[src/rtl/alu_result_writeback.sv]
// ALU result writeback: buffers 33-bit ALU results in a small FIFO and serialises
// each into one (narrow) or two (wide) 16-bit register-file writes, maintaining
// carry/zero/negative flags.
// Optional build macro WB_R0_ZERO_EN: suppress every write that targets address 0.
module alu_result_writeback #(
  parameter int unsigned DEPTH = 2,
  parameter int unsigned AW    = 4
) (
  input  logic          clk,
  input  logic          rst_n,
  input  logic          res_valid,
  output logic          res_ready,
  input  logic [32:0]   res_data,
  input  logic          res_wide,
  input  logic [AW-1:0] res_dest,
  input  logic          rf_busy,
  output logic          rf_we,
  output logic [AW-1:0] rf_waddr,
  output logic [15:0]   rf_wdata,
  output logic          flag_c,
  output logic          flag_z,
  output logic          flag_n,
  output logic          wb_idle
);

  localparam int unsigned PW = (DEPTH > 2) ? $clog2(DEPTH) : 1;
  localparam int unsigned CW = PW + 1;
  localparam logic [PW-1:0] PtrLast = PW'(DEPTH - 1);
  localparam logic [CW-1:0] CntFull = CW'(DEPTH);

`ifdef WB_R0_ZERO_EN
  localparam bit R0Zero = 1'b1;
`else
  localparam bit R0Zero = 1'b0;
`endif

  localparam logic [1:0] StIdle = 2'd0;
  localparam logic [1:0] StLo   = 2'd1;
  localparam logic [1:0] StHi   = 2'd2;

  // FIFO storage, one field per array
  logic [15:0]   lo_mem   [DEPTH];
  logic [15:0]   hi_mem   [DEPTH];
  logic          c_mem    [DEPTH];
  logic          wide_mem [DEPTH];
  logic [AW-1:0] dest_mem [DEPTH];

  logic [PW-1:0] wr_ptr_q, wr_ptr_d;
  logic [PW-1:0] rd_ptr_q, rd_ptr_d;
  logic [CW-1:0] count_q, count_d;
  logic [1:0]    state_q, state_d;
  logic          hi_pend_q, hi_pend_d;  // LO of a wide entry issued, HI still owed
  logic          rf_we_q, rf_we_d;
  logic [AW-1:0] rf_waddr_q, rf_waddr_d;
  logic [15:0]   rf_wdata_q, rf_wdata_d;
  logic          flag_c_q, flag_c_d;
  logic          flag_z_q, flag_z_d;
  logic          flag_n_q, flag_n_d;

  logic          push, pop;
  logic          go_lo, go_hi;
  logic [15:0]   h_lo, h_hi;
  logic          h_c, h_wide;
  logic [AW-1:0] h_dest, h_hi_addr;

  assign res_ready = (count_q < CntFull);
  assign push      = res_valid && res_ready;
  assign wb_idle   = (count_q == '0) && (state_q == StIdle);

  assign h_lo      = lo_mem[rd_ptr_q];
  assign h_hi      = hi_mem[rd_ptr_q];
  assign h_c       = c_mem[rd_ptr_q];
  assign h_wide    = wide_mem[rd_ptr_q];
  assign h_dest    = dest_mem[rd_ptr_q];
  assign h_hi_addr = h_dest + AW'(1);

  assign rf_we    = rf_we_q;
  assign rf_waddr = rf_waddr_q;
  assign rf_wdata = rf_wdata_q;
  assign flag_c   = flag_c_q;
  assign flag_z   = flag_z_q;
  assign flag_n   = flag_n_q;

  // Decide which write (if any) to issue at the next edge
  always_comb begin
    go_lo   = 1'b0;
    go_hi   = 1'b0;
    state_d = state_q;
    case (state_q)
      StIdle: begin
        if ((count_q != '0) && !rf_busy) go_lo = 1'b1;
      end
      StLo: begin
        if (hi_pend_q) begin
          // Stall in LO with the write strobe dropped until the port frees up
          if (!rf_busy) go_hi = 1'b1;
        end else if ((count_q != '0) && !rf_busy) begin
          go_lo = 1'b1;
        end else begin
          state_d = StIdle;
        end
      end
      StHi: begin
        if ((count_q != '0) && !rf_busy) go_lo = 1'b1;
        else                             state_d = StIdle;
      end
      default: state_d = StIdle;
    endcase
    if (go_lo) state_d = StLo;
    if (go_hi) state_d = StHi;
  end

  // Registered write port, flags and pop strobe; pop coincides with the last write issued
  always_comb begin
    pop        = 1'b0;
    hi_pend_d  = hi_pend_q;
    rf_we_d    = 1'b0;
    rf_waddr_d = rf_waddr_q;
    rf_wdata_d = rf_wdata_q;
    flag_c_d   = flag_c_q;
    flag_z_d   = flag_z_q;
    flag_n_d   = flag_n_q;
    if (go_lo) begin
      rf_we_d    = !(R0Zero && (h_dest == '0));
      rf_waddr_d = h_dest;
      rf_wdata_d = h_lo;
      flag_c_d   = h_c;
      flag_z_d   = h_wide ? ({h_hi, h_lo} == 32'd0) : (h_lo == 16'd0);
      flag_n_d   = h_wide ? h_hi[15] : h_lo[15];
      hi_pend_d  = h_wide;
      pop        = !h_wide;
    end else if (go_hi) begin
      rf_we_d    = !(R0Zero && (h_hi_addr == '0));
      rf_waddr_d = h_hi_addr;
      rf_wdata_d = h_hi;
      hi_pend_d  = 1'b0;
      pop        = 1'b1;
    end
  end

  // FIFO pointer and occupancy update
  always_comb begin
    wr_ptr_d = wr_ptr_q;
    rd_ptr_d = rd_ptr_q;
    count_d  = count_q;
    if (push) wr_ptr_d = (wr_ptr_q == PtrLast) ? '0 : wr_ptr_q + 1'b1;
    if (pop)  rd_ptr_d = (rd_ptr_q == PtrLast) ? '0 : rd_ptr_q + 1'b1;
    case ({push, pop})
      2'b10:   count_d = count_q + 1'b1;
      2'b01:   count_d = count_q - 1'b1;
      default: count_d = count_q;
    endcase
  end

  // State, pointers and registered outputs with synchronous reset
  always_ff @(posedge clk) begin
    if (!rst_n) begin
      wr_ptr_q   <= '0;
      rd_ptr_q   <= '0;
      count_q    <= '0;
      state_q    <= StIdle;
      hi_pend_q  <= 1'b0;
      rf_we_q    <= 1'b0;
      rf_waddr_q <= '0;
      rf_wdata_q <= '0;
      flag_c_q   <= 1'b0;
      flag_z_q   <= 1'b0;
      flag_n_q   <= 1'b0;
    end else begin
      wr_ptr_q   <= wr_ptr_d;
      rd_ptr_q   <= rd_ptr_d;
      count_q    <= count_d;
      state_q    <= state_d;
      hi_pend_q  <= hi_pend_d;
      rf_we_q    <= rf_we_d;
      rf_waddr_q <= rf_waddr_d;
      rf_wdata_q <= rf_wdata_d;
      flag_c_q   <= flag_c_d;
      flag_z_q   <= flag_z_d;
      flag_n_q   <= flag_n_d;
    end
  end

  // FIFO payload capture; contents are don't-care until count covers them
  always_ff @(posedge clk) begin
    if (push) begin
      lo_mem[wr_ptr_q]   <= res_data[15:0];
      hi_mem[wr_ptr_q]   <= res_data[31:16];
      c_mem[wr_ptr_q]    <= res_data[32];
      wide_mem[wr_ptr_q] <= res_wide;
      dest_mem[wr_ptr_q] <= res_dest;
    end
  end

endmodule

[config.mk]
export PLATFORM = sky130hd
export DESIGN_NAME = alu_result_writeback
export DESIGN_NICKNAME = d
export VERILOG_FILES = /design/src/rtl/alu_result_writeback.sv
export SDC_FILE = /design/constraint.sdc
export NUM_CORES = 1
export LEC_CHECK = 0
export ABC_AREA = 1
export BUFFER_PORTS_ARGS = -buffer_cell sky130_fd_sc_hd__buf_2
export CORE_MARGIN = 4
export CORE_UTILIZATION = 59
export CTS_BUF_LIST = sky130_fd_sc_hd__clkbuf_4
export CTS_CLUSTER_SIZE = 20
export DETAILED_ROUTE_END_ITERATION = 7
export PLACE_DENSITY_LB_ADDON = 0.05
export SYNTH_ARGS = -nofsm -noshare
export SYNTH_HDL_FRONTEND = slang
export SYNTH_SLANG_ARGS = --single-unit
[constraint.sdc]
create_clock -name clk -period 3 [get_ports clk]
set_input_delay 0.3 -clock clk [delete_from_list [all_inputs] [get_ports clk]]
set_output_delay 0.3 -clock clk [all_outputs]
set_load 0.005 [all_outputs]
==> run summary <==
Global routing finished with a remaining overflow of 0. For the clock insertion delay at the later pin of the skew report, the log shows 0.43 ns. The HPWL after detailed placement is 5970 um. The startpoint identified for the worst register-to-register timing path is state_q[0].

Setup repair after global routing left no endpoint under its margin. The worst setup path is of the reg -> reg kind. The number of buffers on the longest clock path is 2, and the violation count after the first detailed-route iteration is 152. For the worst setup path, the data required time is 3.34 ns.

The total negative slack for setup checks was 0 ns. Compared with the post-synthesis result, the final layout area differs by 10.2%. The library cell with the highest instance count after synthesis is nand2_1. STA classifies the critical path startpoint as a register. The share of synthesized registers carrying an async set or reset was 0%.

TritonCTS built the clock tree. The number of cells traversed by the worst register-to-register path came out at 12. The largest net degree at the start of global routing is 53, and the net switching power figure is 1.21 mW. The tools report the clock network fraction of design power as 19.5%. Measured along the y axis, the die boundary spans 95.6 um. The worst min-delay path category is in -> reg. Of the total power, combinational logic draws 27.3%.

The tools report the remaining antenna violation count as 0. Cells with a size suffix above 1 make up 19.3% of the layout. The number of nets in the layout is 565. The run finished with clean final reports. The path with the worst hold slack has its endpoint at lo_mem[1][0]. The run gives 2.45 mW as the design internal power. The number of hold violations in the final report was 0; the critical-path maximum fanout was 28. Traced cell by cell, the critical path runs through inv_1 > ha_1 > nor2_1 > o21ai_0 > nand2_1 > buf_4 > o21ai_2 > ha_1 > a21oi_1 > o21ai_0 > o21ai_0 > a21oi_1.

In this run the register-to-register setup slack is 0.71 ns. The number of buffers added for setup after CTS was 0; the routed wire length per instance was 14.2 um. For the part of the Yosys area used for sequential elements, the log shows 64.5%.

In the routed design, unresolved DRC markers number 0. The worst hold path cell count came out at 1. The final layout contains routed wiring with a total length of 8800 um.

The most repeated library cell on the critical path was o21ai_0. Headroom to the max-slew limit came out at 45.8%. At the end of routability-driven placement, the weighted congestion stood at 0.780. The transition time of the tightest slew-check pin is 0.812 ns, and the wire length of the first global-routing pass is 14200 um.

Of the total power, registers draw 53.2%. Counting flops with a built-in enable in the synthesized netlist gives 76. The number of global-route vias before repair is 2954, and the yosys synthesis warning count is 0. The smallest clock period supported by the final layout is computed as 2.29 ns. The count of max-cap constraint violations was 0. The layout has 609 filler cells. Summing all placed instances gives a cell area of 0.00485 mm^2. The initial utilization of the core area, before any placement, comes to 61.4%.

Derived from the worst setup path, the maximum achievable clock frequency is 436 MHz. The post-synthesis instance area is 0.00453 mm^2. At the end of the flow the core is filled with cells to 67.7%. Once the clock tree was built, the resizer swapped 0 gates to a different size. In this run switching power makes up 33.1% of total power. The predominant post-synthesis flop cell is edfxtp_1. Clock-pin slew was measured on the worst setup and hold paths at 0.16 ns. In this run the critical register-to-register path is captured at count_q[1]. Sorting the synthesized cells by area gives the leading types as edfxtp_1 (50%), dfxtp_1 (14%), nand2_1 (13%). Before antenna repair, the detailed router went through 5 iterations. The run gives 3 as the number of levels in the clock H-tree.

The area of the die came out at 0.00914 mm^2. The final-report max-slew violation count was 0; the area share of the largest cell type after synthesis was 50.4%. The final instance area came out at 0.00499 mm^2.

Ranked by instance count, the synthesized netlist is headed by nand2_1 (156), edfxtp_1 (76), nor2_1 (62), dfxtp_1 (32), inv_1 (26). Dividing total power by cell area gives a power density of 735 mW/mm^2. For this block, the via count after detailed routing is 3143. When the netlist entered floorplanning its net count stood at 501. The sum of internal, switching and leakage power came out at 3.67 mW. The largest individual stage delay along the critical path comes from the cell dfxtp_1. Row generation in the floorplan step produced 31 rows.

The dominant cell type by area after synthesis was edfxtp_1. Setup violations remaining at the end of the flow were counted as 0. VDD sags by at most 0.361 mV.

The tools report the buffer type at the clock tree root as clkbuf_4. The tools report the synthesized netlist cell count as 453. The floorplan step set the die width to 95.6 um.

For the worst setup path, the data arrival time is 2.64 ns. The number of input and output port buffers inserted was 67. The worst setup timing slack at the placement stage was 0.769 ns; the sink count of the clock tree was 108.

0 antenna diodes ended up in the layout. The logs give 2.15 nW for the cell leakage power and 20.6% for the combined global-route utilization of all metal layers. In this run, distinct cell masters in the synthesized netlist total 27.

The number of antenna violations at the first check in global routing was 0. Once routing completed, OpenROAD measured the worst setup slack at 0.708 ns. Buffers inserted during clock tree synthesis total 9. The worst stage delay on the critical path is 0.41 ns.

In this run the most critical hold path is launched from res_data[0]. After detailed routing, the number of vias per cell comes to 5.06. The mean area per synthesized cell was 10.0 um^2.

The hold buffer count at CTS is 0. The area of the core region was 0.00737 mm^2; the final clock skew was 0.0191 ns. Synthesis inferred 108 register bits. Kind of capture point of the worst setup path: a register. The share of the cycle needed by the critical path after routing is 76.4%, and the number of primary I/O pins is 68.
## power groups by stage
stage                     logic (mW)  registers, mW  clock network [mW]
after floorplan                0.757           1.98                   0
after global placement         0.987           1.98                   0
after detailed placement        1.00           1.99                   0
after CTS                       1.01           1.95               0.727
after global routing            1.15           1.97               0.805
final                           1.00           1.95               0.717
## layout make-up
cell class,count,area (um^2),share of cell area (%)
Clock inverter,5,51.3,1.03
Multi-Input combinational cell,297,1310,26.3
Tap cell,99,124,2.48
Sequential cell,108,2920,58.6
Clock buffer,11,82.6,1.66
Timing Repair Buffer,71,378,7.57
Inverter,30,118,2.36
## layout by cell type, fill, tap and decap left out, drive strengths merged
| master | synthesis | final |
|---|---|---|
| a21oi | 26 | 26 |
| nand2 | 157 | 157 |
| or2 | 2 | 2 |
| clkinv | 0 | 1 |
| ha | 6 | 6 |
| buf | 15 | 71 |
| inv | 30 | 33 |
| nand3 | 6 | 6 |
| clkbuf | 3 | 11 |
| nor3 | 4 | 4 |
| o211ai | 2 | 2 |
| bufinv | 0 | 1 |
| dfxtp | 32 | 32 |
| xor2 | 1 | 1 |
| nor2 | 64 | 64 |
| nand3b | 1 | 1 |
| edfxtp | 76 | 76 |
| o21ai | 27 | 27 |
| mux2i | 1 | 1 |
## worst max-delay path by stage
stage	startpoint	to	slack, ns	cells after the start
floorplan	count_q[1]	c_mem[1]	0.40	3
global placement	state_q[0]	count_q[1]	0.88	12
detailed placement	state_q[0]	count_q[1]	0.77	12
CTS	state_q[0]	count_q[1]	0.74	12
global route	state_q[0]	count_q[1]	0.43	12
finish	state_q[0]	count_q[1]	0.71	12
## logic make-up (layout without fill, tap and decap cells)
logic type	Yosys count	count (layout)	share of synthesized area (%)
AOI/OAI and AO/OA	55	55	6.44
xor gates and xnor gates	1	1	0.193
adders and majority gates	6	6	1.66
buffers and inverters	48	117	6.80
DFF	108	108	64.5
muxes	1	1	0.221
and+or+nand+nor	234	234	20.1
## metal layers
metal	vias to the layer above	global-route usage, %	wire (um)
met2	104	33.5	4150
li1	1604	-	-
met3	4	3.31	728
met1	1431	28.5	3890
met5	-	0	0
met4	0	6.52	34
## worst max-delay path, delay by kind of cell, from the launching register on
kind / cells / cell delay [ns]
AO/OA/AOI/OAI: 6 / 0.65
adder cells (fa/ha/maj): 2 / 0.53
flip-flops: 1 / 0.41
buffers and inverters: 2 / 0.40
AND/OR/NAND/NOR: 2 / 0.20
## sequential cells by signal, summed over array words and instances (netlist names), 2 cells and up, named ones only
| signal | count |
|---|---|
| count_q | 2 |
| rf_wdata | 16 |
| hi_mem | 32 |
| dest_mem | 8 |
| wide_mem | 2 |
| lo_mem | 32 |
| state_q | 2 |
| rf_waddr | 4 |
| c_mem | 2 |
## metrics by stage
| step | std cells | hold WS (ns) |
|---|---|---|
| final | 621 | 0.0349 |
| after global routing | 621 | 0.00981 |
| after CTS | 621 | 0.0181 |
| after detailed placement | 605 | 0.463 |
| after global placement | 605 | 0.463 |
| after floorplan | 453 | 0.399 |
Power figures use the tool's default switching activity.
